===== src/rtl/sound_player_if.sv =====
// Event handshake between the ball/collision logic and the sound player.
// The upstream side drives a 3-bit event code with a 1-cycle valid strobe.
// The player reports back whether a tone is playing and which code it is.
interface sound_player_if;
  logic [2:0] event_code;
  logic       event_valid;
  logic       busy;
  logic [2:0] cur_code;

  modport master (
    output event_code,
    output event_valid,
    input  busy,
    input  cur_code
  );

  modport slave (
    input  event_code,
    input  event_valid,
    output busy,
    output cur_code
  );
endinterface


===== src/rtl/sound_player.sv =====
// Event-to-tone generator: one fixed-length square-wave tone per accepted
// event, with the pitch selected by the event code (1..4).
// Optional build macro SOUND_QUEUE_EN: when defined, an event arriving during
// a tone is held in a one-entry pending slot and plays after the current tone.
// When undefined, such an event restarts the tone immediately with the new code.
module sound_player #(
  parameter int HALF_P1    = 56818,
  parameter int HALF_P2    = 37879,
  parameter int HALF_P3    = 28409,
  parameter int HALF_P4    = 113636,
  parameter int DUR_CYCLES = 5000000,
  parameter int CNT_W      = 24
) (
  input  logic          clk,
  input  logic          reset,
  sound_player_if.slave bus,
  input  logic          mute,
  output logic          speaker
);

  localparam logic [0:0] IDLE = 1'b0;
  localparam logic [0:0] PLAY = 1'b1;

  localparam logic [CNT_W-1:0] DUR_LOAD = CNT_W'(DUR_CYCLES - 1);
  localparam logic [CNT_W-1:0] H1_LOAD  = CNT_W'(HALF_P1 - 1);
  localparam logic [CNT_W-1:0] H2_LOAD  = CNT_W'(HALF_P2 - 1);
  localparam logic [CNT_W-1:0] H3_LOAD  = CNT_W'(HALF_P3 - 1);
  localparam logic [CNT_W-1:0] H4_LOAD  = CNT_W'(HALF_P4 - 1);
  localparam logic [CNT_W-1:0] CNT_ONE  = CNT_W'(1);

  logic [0:0]       state, state_n;
  logic [CNT_W-1:0] dur_cnt, dur_n;
  logic [CNT_W-1:0] per_cnt, per_n;
  logic [CNT_W-1:0] per_load, load_n;
  logic             tone, tone_n;
  logic [2:0]       code_q, code_n;
  logic             accept;
  logic             tone_end;
  logic             do_start;
  logic [2:0]       start_code;

`ifdef SOUND_QUEUE_EN
  // Pending slot holds a code; zero means the slot is empty.
  logic [2:0]       pend_code, pend_n;
`endif

  // Half-period reload value for a given code; only 1..4 ever reach a start.
  function automatic logic [CNT_W-1:0] half_load(input logic [2:0] code);
    case (code)
      3'd2:    half_load = H2_LOAD;
      3'd3:    half_load = H3_LOAD;
      3'd4:    half_load = H4_LOAD;
      default: half_load = H1_LOAD;
    endcase
  endfunction

  assign accept = bus.event_valid &&
                  (bus.event_code >= 3'd1) && (bus.event_code <= 3'd4);

  assign bus.busy     = (state == PLAY);
  assign bus.cur_code = code_q;

  // Next-state logic: advance the period/duration counters and decide whether
  // the next edge starts a tone, keeps playing, or returns to idle.
  always_comb begin
    state_n    = state;
    dur_n      = dur_cnt;
    per_n      = per_cnt;
    load_n     = per_load;
    tone_n     = tone;
    code_n     = code_q;
    tone_end   = 1'b0;
    do_start   = 1'b0;
    start_code = 3'd0;
`ifdef SOUND_QUEUE_EN
    pend_n     = pend_code;
`endif

    case (state)
      IDLE: begin
        if (accept) begin
          do_start   = 1'b1;
          start_code = bus.event_code;
        end
      end
      default: begin
        if (per_cnt == '0) begin
          tone_n = ~tone;
          per_n  = per_load;
        end else begin
          per_n = per_cnt - CNT_ONE;
        end

        if (dur_cnt == '0) begin
          tone_end = 1'b1;
        end else begin
          dur_n = dur_cnt - CNT_ONE;
        end

`ifdef SOUND_QUEUE_EN
        // On the final cycle a fresh event is the most recent request, so it
        // takes priority over whatever was waiting in the slot.
        if (tone_end) begin
          if (accept) begin
            do_start   = 1'b1;
            start_code = bus.event_code;
            pend_n     = 3'd0;
          end else if (pend_code != 3'd0) begin
            do_start   = 1'b1;
            start_code = pend_code;
            pend_n     = 3'd0;
          end else begin
            state_n = IDLE;
            code_n  = 3'd0;
            tone_n  = 1'b0;
            per_n   = '0;
            dur_n   = '0;
          end
        end else if (accept) begin
          pend_n = bus.event_code;
        end
`else
        if (accept) begin
          do_start   = 1'b1;
          start_code = bus.event_code;
        end else if (tone_end) begin
          state_n = IDLE;
          code_n  = 3'd0;
          tone_n  = 1'b0;
          per_n   = '0;
          dur_n   = '0;
        end
`endif
      end
    endcase

    if (do_start) begin
      state_n = PLAY;
      code_n  = start_code;
      dur_n   = DUR_LOAD;
      load_n  = half_load(start_code);
      per_n   = half_load(start_code);
      tone_n  = 1'b0;
    end
  end

  // State registers; the speaker is registered from the next-state tone so it
  // has no lag relative to the tone itself.
  always_ff @(posedge clk) begin
    if (reset) begin
      state    <= IDLE;
      dur_cnt  <= '0;
      per_cnt  <= '0;
      per_load <= '0;
      tone     <= 1'b0;
      code_q   <= 3'd0;
      speaker  <= 1'b0;
    end else begin
      state    <= state_n;
      dur_cnt  <= dur_n;
      per_cnt  <= per_n;
      per_load <= load_n;
      tone     <= tone_n;
      code_q   <= code_n;
      speaker  <= tone_n & ~mute;
    end
  end

`ifdef SOUND_QUEUE_EN
  // Pending slot register, cleared by reset so a queued tone never survives it.
  always_ff @(posedge clk) begin
    if (reset) begin
      pend_code <= 3'd0;
    end else begin
      pend_code <= pend_n;
    end
  end
`endif

endmodule


===== src/flat_wrapper.sv =====
// flat-port wrapper written by rule: the top's interface ports become plain ports
module sound_player_flat 
#(
  parameter int HALF_P1    = 56818,
  parameter int HALF_P2    = 37879,
  parameter int HALF_P3    = 28409,
  parameter int HALF_P4    = 113636,
  parameter int DUR_CYCLES = 5000000,
  parameter int CNT_W      = 24
)
  (clk, reset, mute, speaker, bus_event_code, bus_event_valid, bus_busy, bus_cur_code);
  sound_player_if bus_i ();
  input  logic clk;
  input  logic reset;
  input  logic mute;
  output logic speaker;
  input wire logic [$bits(bus_i.event_code)-1:0] bus_event_code;
  input wire logic [$bits(bus_i.event_valid)-1:0] bus_event_valid;
  output wire logic [$bits(bus_i.busy)-1:0] bus_busy;
  output wire logic [$bits(bus_i.cur_code)-1:0] bus_cur_code;
  assign bus_i.event_code = bus_event_code;
  assign bus_i.event_valid = bus_event_valid;
  assign bus_busy = bus_i.busy;
  assign bus_cur_code = bus_i.cur_code;
  sound_player #(.HALF_P1(HALF_P1), .HALF_P2(HALF_P2), .HALF_P3(HALF_P3), .HALF_P4(HALF_P4), .DUR_CYCLES(DUR_CYCLES), .CNT_W(CNT_W)) u_core (.clk(clk), .reset(reset), .bus(bus_i), .mute(mute), .speaker(speaker));
endmodule

===== config.mk =====
export PLATFORM = sky130hd
export DESIGN_NAME = sound_player_flat
export DESIGN_NICKNAME = d
export VERILOG_FILES = /design/src/rtl/sound_player_if.sv /design/src/rtl/sound_player.sv /design/src/flat_wrapper.sv
export SDC_FILE = /design/constraint.sdc
export NUM_CORES = 1
export LEC_CHECK = 0
export CAP_MARGIN = 20
export CORE_UTILIZATION = 61
export CTS_CLUSTER_SIZE = 24
export DETAILED_ROUTE_END_ITERATION = 16
export PLACE_DENSITY = 0.88
export SLEW_MARGIN = 20
export SYNTH_ARGS = -nofsm -noshare
export SYNTH_HDL_FRONTEND = slang
export SYNTH_SLANG_ARGS = --single-unit

===== constraint.sdc =====
create_clock -name clk -period 3.4 [get_ports clk]
set_input_delay 0.85 -clock clk [delete_from_list [all_inputs] [get_ports clk]]
set_output_delay 0.85 -clock clk [all_outputs]
set_load 0.01 [all_outputs]

==> metrics.txt, run 1 <==
min cycle time layout 2.86 ns; Arrival @ worst endpoint 3.14 ns; CP peak stage delay 0.73 ns; Net Count, Synth 445; number of remaining DRC errors 0; syn avg cell area 7.98 um2; multiplexer share of the synthesized area 0.0166; final worst slack 0.544 ns; TNS Setup 0 ns; crit end category flop; Tcrit/Tclk final 0.840; Critical Path RT 3.68 ns; EDFF count, synth 0; Die X 77.4 um; Layout Area Growth over Synthesis 11.7%; max-slew violations 0; Vias 3386; drt pass-1 iters 5; met3 WL 689 um; top_reg_cell synth dfxtp_1; worst hold stages 2; DP Cell Count 510; power after layout 2.05 mW; largest family of logic cells by synthesized area simple AND/OR/NAND/NOR gates; Worst Hold Endpoint u_core.per_load[16]$_SDFFE_PP0P_; Rel. slew slack 0.504; PD cells 529 nW/um2; commonest non-fill, non-tap cell in the layout dfxtp_1; first-pass GRT wire length 14500 um; Worst Hold Launch u_core.per_load[16]$_SDFFE_PP0P_; slowest stage cell, crit path or4b_2; asr flop ratio synth 0; wire per inst 16.5 um; Netlist cell types 59; FMAX 0.350 GHz; RSZ-0062 raised after global routing false; Multi-input gate area 2010 um2; CTS buffer count 9; vias in the first global route 3140; Setup crit start kind flop; clock-pin slew on the worst setup and hold paths 0.08 ns; WP buf/inv 1; Gate Count Post-Synth 434; met1 wire length 3700 um; Max-Cap Viols 0; share of cells above drive strength 1 0.0793; via/cell ratio 6.44; DRT antenna net count 0; final hold viol count 0; LEAKAGE 1.39 nW; xor/xnor share of the synthesized area 0.0759; status finished, final reports clean; Hold Path Class reg -> reg; post_cts resized 0; post-layout net count 460; worst-case reg-to-reg path depth 7; Clock Tree Buf Depth 2; Seq/Total Area, Yosys 0.382; core area 5470 um2; row cnt 27; Top Family by Delay on Critical Path simple AND/OR/NAND/NOR gates; Yosys reg bits 66; Hold-fix buffers, CTS 0; Max VDD drop 0.407 mV; Reg-to-Reg End u_core.per_cnt[14]$_SDFFE_PP0P_; met2 WL 4070 um; Initial DRC Count 293; clock sinks 66; worst-margin pin slew 0.738 ns; die height 77.4 um; Simple-Gate Fraction of Synth Area 0.258; Crit path depth 7; FF-to-FF Start u_core.per_cnt[0]$_SDFFE_PP0P_; detailed placement HPWL 6010 um; largest net degree at the start of global routing 22; Synth Area in Compound Gates 0.216; Top Layer Used met4; starting density of the core 0.633; crit path kind reg -> reg; Syn Std Cell Area 3460 um2; gr usage total 0.307; # diodes 0; Register Area 1320 um2; # port buffers 11; CP max FO 5; endpoints failing setup 0; pre-CTS setup slack 0.284 ns; most frequent cells in the layout dfxtp_1, nor2_1, a21oi_1; initial antenna violation count 0; Adder-Cell Fraction of Synth Area 0.0145; fillers 447; FF-to-FF setup slack 0.54 ns; CP Cell Sequence inv_1 > ha_1 > or4b_2 > or4_1 > or2_2 > a311o_1 > a21oi_1; H-tree levels 3; Synthesis Warnings 0; worst skew pair latency 0.35 ns; fin cells 526; IO Pins 12; Clk Tree Root Cell clkbuf_8; GP Congestion 0.962; grt total ovfl 0; CTS tree done; final WL 8680 um; die area 5980 um2; buffer count from post-CTS setup fixing 0; clk_skew 0.0112 ns
-- worst max-delay path by stage --
stage               slack, ns                       startpoint                              end
CTS                      0.58   u_core.per_cnt[0]$_SDFFE_PP0P_  u_core.per_cnt[14]$_SDFFE_PP0P_
detailed placement       0.28                bus_event_code[0]        u_core.speaker$_SDFF_PP0_
global placement         0.40                bus_event_code[0]        u_core.speaker$_SDFF_PP0_
floorplan                0.80  u_core.per_cnt[17]$_SDFFE_PP0P_   u_core.per_cnt[9]$_SDFFE_PP0P_
global route             0.40                bus_event_code[0]        u_core.speaker$_SDFF_PP0_
finish                   0.54   u_core.per_cnt[0]$_SDFFE_PP0P_  u_core.per_cnt[14]$_SDFFE_PP0P_
-- through the flow --
step | instance area (um2) | utilization | hold slack [ns]
detailed placement | 3670 | 0.670 | 0.454
global route | 3870 | 0.707 | 0.494
finish | 3870 | 0.707 | 0.465
floorplan | 3460 | - | 0.437
global placement | 3670 | 0.670 | 0.447
CTS | 3870 | 0.707 | 0.465
-- per-layer routing --
layer,GRT usage,up-vias
met5,0,-
met4,0.142,0
met3,0.0776,28
met2,0.487,175
met1,0.392,1571
li1,-,1612
-- power by group --
part | switching, mW | leakage (nW) | internal (mW)
logic | 0.278 | 0.752 | 0.194
registers | 0.0658 | 0.541 | 0.832
clock network | 0.319 | 0.0945 | 0.358
total | 0.662 | 1.39 | 1.38
-- cell usage after synthesis, types with 4 or more instances --
cell type   n  area share
nand3_1     9       0.013
o211ai_1    4      0.0087
a31oi_1     5      0.0090
nor4_1     10       0.018
xor2_1     11       0.028
a311o_1     4       0.012
a21oi_1    44       0.064
o31ai_1     4      0.0087
o21ai_0    32       0.046
or3_1      12       0.022
o22ai_1     6       0.011
xnor2_1    19       0.048
nor2_1     59       0.064
dfxtp_1    66        0.38
clkbuf_1   14       0.015
inv_1      14       0.015
nand2_1    28       0.030
ha_1        4       0.014
or4_1       7       0.015
nor3_1     21       0.030
-- sequential cells by signal, summed over array words and instances, names as in the netlist --
register,cells
u_core.bus.cur_code,3
u_core.bus.busy,1
u_core.tone,1
u_core.speaker,1
u_core.dur_cnt,24
u_core.per_cnt,24
u_core.per_load,12
-- worst register-to-register path: cells and delay by family (launching register included) --
| kind | cells | cell delay [ns] |
|---|---|---|
| DFF | 1 | 0.35 |
| adders and majority gates | 1 | 0.25 |
| buffers and inverters | 1 | 0.11 |
| AOI/OAI and AO/OA | 2 | 0.46 |
| and+or+nand+nor | 3 | 1.62 |
-- layout make-up --
type	count	share of cell area
clock buffer	10	0.0356
inverter	15	0.0145
timing repair buffer	21	0.0479
clock inverter	6	0.0171
sequential	66	0.341
tap	72	0.0233
multi-input combinational	336	0.520
-- cells by family after synthesis --
kind of cell,count (synthesis)
mux,5
simple gates,174
compound gates,123
xor+xnor,30
flops,66
fa+ha+maj,4
buf+inv,32
No activity file was read; power rests on OpenSTA's default activity.
==> inputs of run 2 (changes only) <==
--- a/config.mk
+++ b/config.mk
@@ -6,10 +6,10 @@
 export NUM_CORES = 1
 export LEC_CHECK = 0
 export CAP_MARGIN = 20
-export CORE_UTILIZATION = 61
+export CORE_UTILIZATION = 55
 export CTS_CLUSTER_SIZE = 24
 export DETAILED_ROUTE_END_ITERATION = 16
-export PLACE_DENSITY = 0.88
+export PLACE_DENSITY = 0.85
 export SLEW_MARGIN = 20
 export SYNTH_ARGS = -nofsm -noshare
 export SYNTH_HDL_FRONTEND = slang
==> constraint.sdc (replaced) <==
create_clock -name clk -period 2.55 [get_ports clk]
set_input_delay 0.6375 -clock clk [delete_from_list [all_inputs] [get_ports clk]]
set_output_delay 0.6375 -clock clk [all_outputs]
set_load 0.01 [all_outputs]
==> metrics.txt, run 2 (synthesized netlist as in run 1, its figures left out) <==
detailed placement HPWL 6510 um; # diodes 0; Logic pwr share 0.271; Hold Path Class reg -> reg; largest registers u_core.dur_cnt (24), u_core.per_cnt (24), u_core.per_load (12); CP Cell Sequence or4_4 > or3_4 > or4_4 > mux2_4 > a221oi_2 > nor3_1; vias in the first global route 3269; CP max FO 6; Die X 81.4 um; clock sinks 66; clock-pin slew on the worst setup and hold paths 0.08 ns; power after layout 2.82 mW; Top Family by Delay on Critical Path simple AND/OR/NAND/NOR gates; core area 5990 um2; Layout Area Growth over Synthesis 21.7%; TNS Setup 0 ns; first-pass GRT wire length 15000 um; slowest stage cell, crit path or4_4; endpoints failing setup 0; wire per inst 16.3 um; Cell Int Power 1.91 mW; most frequent cells in the layout dfxtp_1, nor2_1, buf_4; Arrival @ worst endpoint 2.76 ns; worst-margin pin slew 0.548 ns; worst skew pair latency 0.36 ns; Tcrit/Tclk final 0.982; min cycle time layout 2.51 ns; crit path kind reg -> reg; sequential fraction of design power 0.421; Clock power frac 0.308; crit end category flop; FMAX 0.399 GHz; gr usage total 0.300; status finished, final reports clean; max-slew violations 0; share of cells above drive strength 1 0.168; final worst slack 0.0448 ns; CTS buffer count 9; Clk Tree Root Cell clkbuf_8; most frequent CP cell or4_4; Setup crit start kind flop; grt total ovfl 0; fillers 470; CP peak stage delay 0.51 ns; Initial DRC Count 323; area post-placement 3980 um2; IO Pins 12; PD cells 668 nW/um2; clk_skew 0.0106 ns; Core Util, Final 0.704; LEAKAGE 1.60 nW; Critical Path RT 2.80 ns; commonest non-fill, non-tap cell in the layout dfxtp_1; starting density of the core 0.578; number of remaining DRC errors 0; WP buf/inv 0; Max-Cap Viols 0; Final Instance Area 4220 um2; post-layout net count 501; pre-CTS setup slack -0.0478 ns; Clock Tree Buf Depth 2; CTS tree done; largest net degree at the start of global routing 20; Vias 3597; GP Congestion 1.02; initial antenna violation count 0; switching power 0.909 mW; switch share 0.323; final hold viol count 0; Max VDD drop 0.470 mV; die area 6620 um2; Rel. slew slack 0.630; die height 81.4 um; Register Area 1320 um2; H-tree levels 3; row cnt 28; via/cell ratio 6.32; # port buffers 11; final WL 9250 um; drt pass-1 iters 6; Multi-input gate area 2040 um2; DRT antenna net count 0
[run 2: cell types whose count changed in the layout (fill, tap and decap cells not counted), sizes merged]
cell / previous run / this run
buf: 10 / 51
clkbuf: 10 / 9
clkinvlp: 3 / 1
clkinv: 3 / 5
[run 2: worst min-delay path, stage by stage (launching register included)]
cell and delay (ns):
dfxtp_1 0.32, nand2_1 0.05, a21oi_1 0.05
[run 2: worst paths after layout]
check	slack, ns	cells after the start	endpoint	startpoint
setup / recovery	0.04	6	u_core.per_cnt[9]$_SDFFE_PP0P_	u_core.per_cnt[18]$_SDFFE_PP0P_
hold / removal	0.47	2	u_core.per_load[16]$_SDFFE_PP0P_	u_core.per_load[16]$_SDFFE_PP0P_
setup reg to reg	0.04	6	u_core.per_cnt[9]$_SDFFE_PP0P_	u_core.per_cnt[18]$_SDFFE_PP0P_
hold reg to reg	0.47	2	u_core.per_load[16]$_SDFFE_PP0P_	u_core.per_load[16]$_SDFFE_PP0P_
[run 2: layer usage]
| layer | track usage | vias up | share of wire |
|---|---|---|---|
| met3 | 0.0629 | 38 | 0.077 |
| met1 | 0.376 | 1681 | 0.42 |
| met5 | 0 | - | 0 |
| li1 | - | 1703 | - |
| met2 | 0.477 | 175 | 0.46 |
| met4 | 0.170 | 0 | 0.037 |
[run 2: area by class of cell]
cell class,count,area share
multi-input combinational,336,0.485
sequential,66,0.314
timing repair buffer,62,0.120
clock buffer,9,0.0294
tap,75,0.0223
clock inverter,6,0.0163
inverter,15,0.0134
[run 2: through the flow]
stage          std cells  hold slack (ns)
6_report             569            0.473
5_1_grt              569            0.494
4_1_cts              567            0.468
3_5_place_dp         552            0.458
3_3_place_gp         552            0.448
2_1_floorplan        434            0.437
[run 2: power by group through the flow]
stage,logic (mW),clock network (mW),registers (mW)
finish,0.762,0.868,1.19
global route,0.826,0.918,1.19
CTS,0.731,0.879,1.18
detailed placement,0.721,0,1.20
global placement,0.702,0,1.20
floorplan,0.467,0,1.19
[run 2: timing repair]
item                       in CTS  in global routing
setup endpoints to repair       0                 10
resized for setup               0                  9
hold buffers                    0                  0
setup buffers                   0                  2
hold endpoints to repair        0                  0
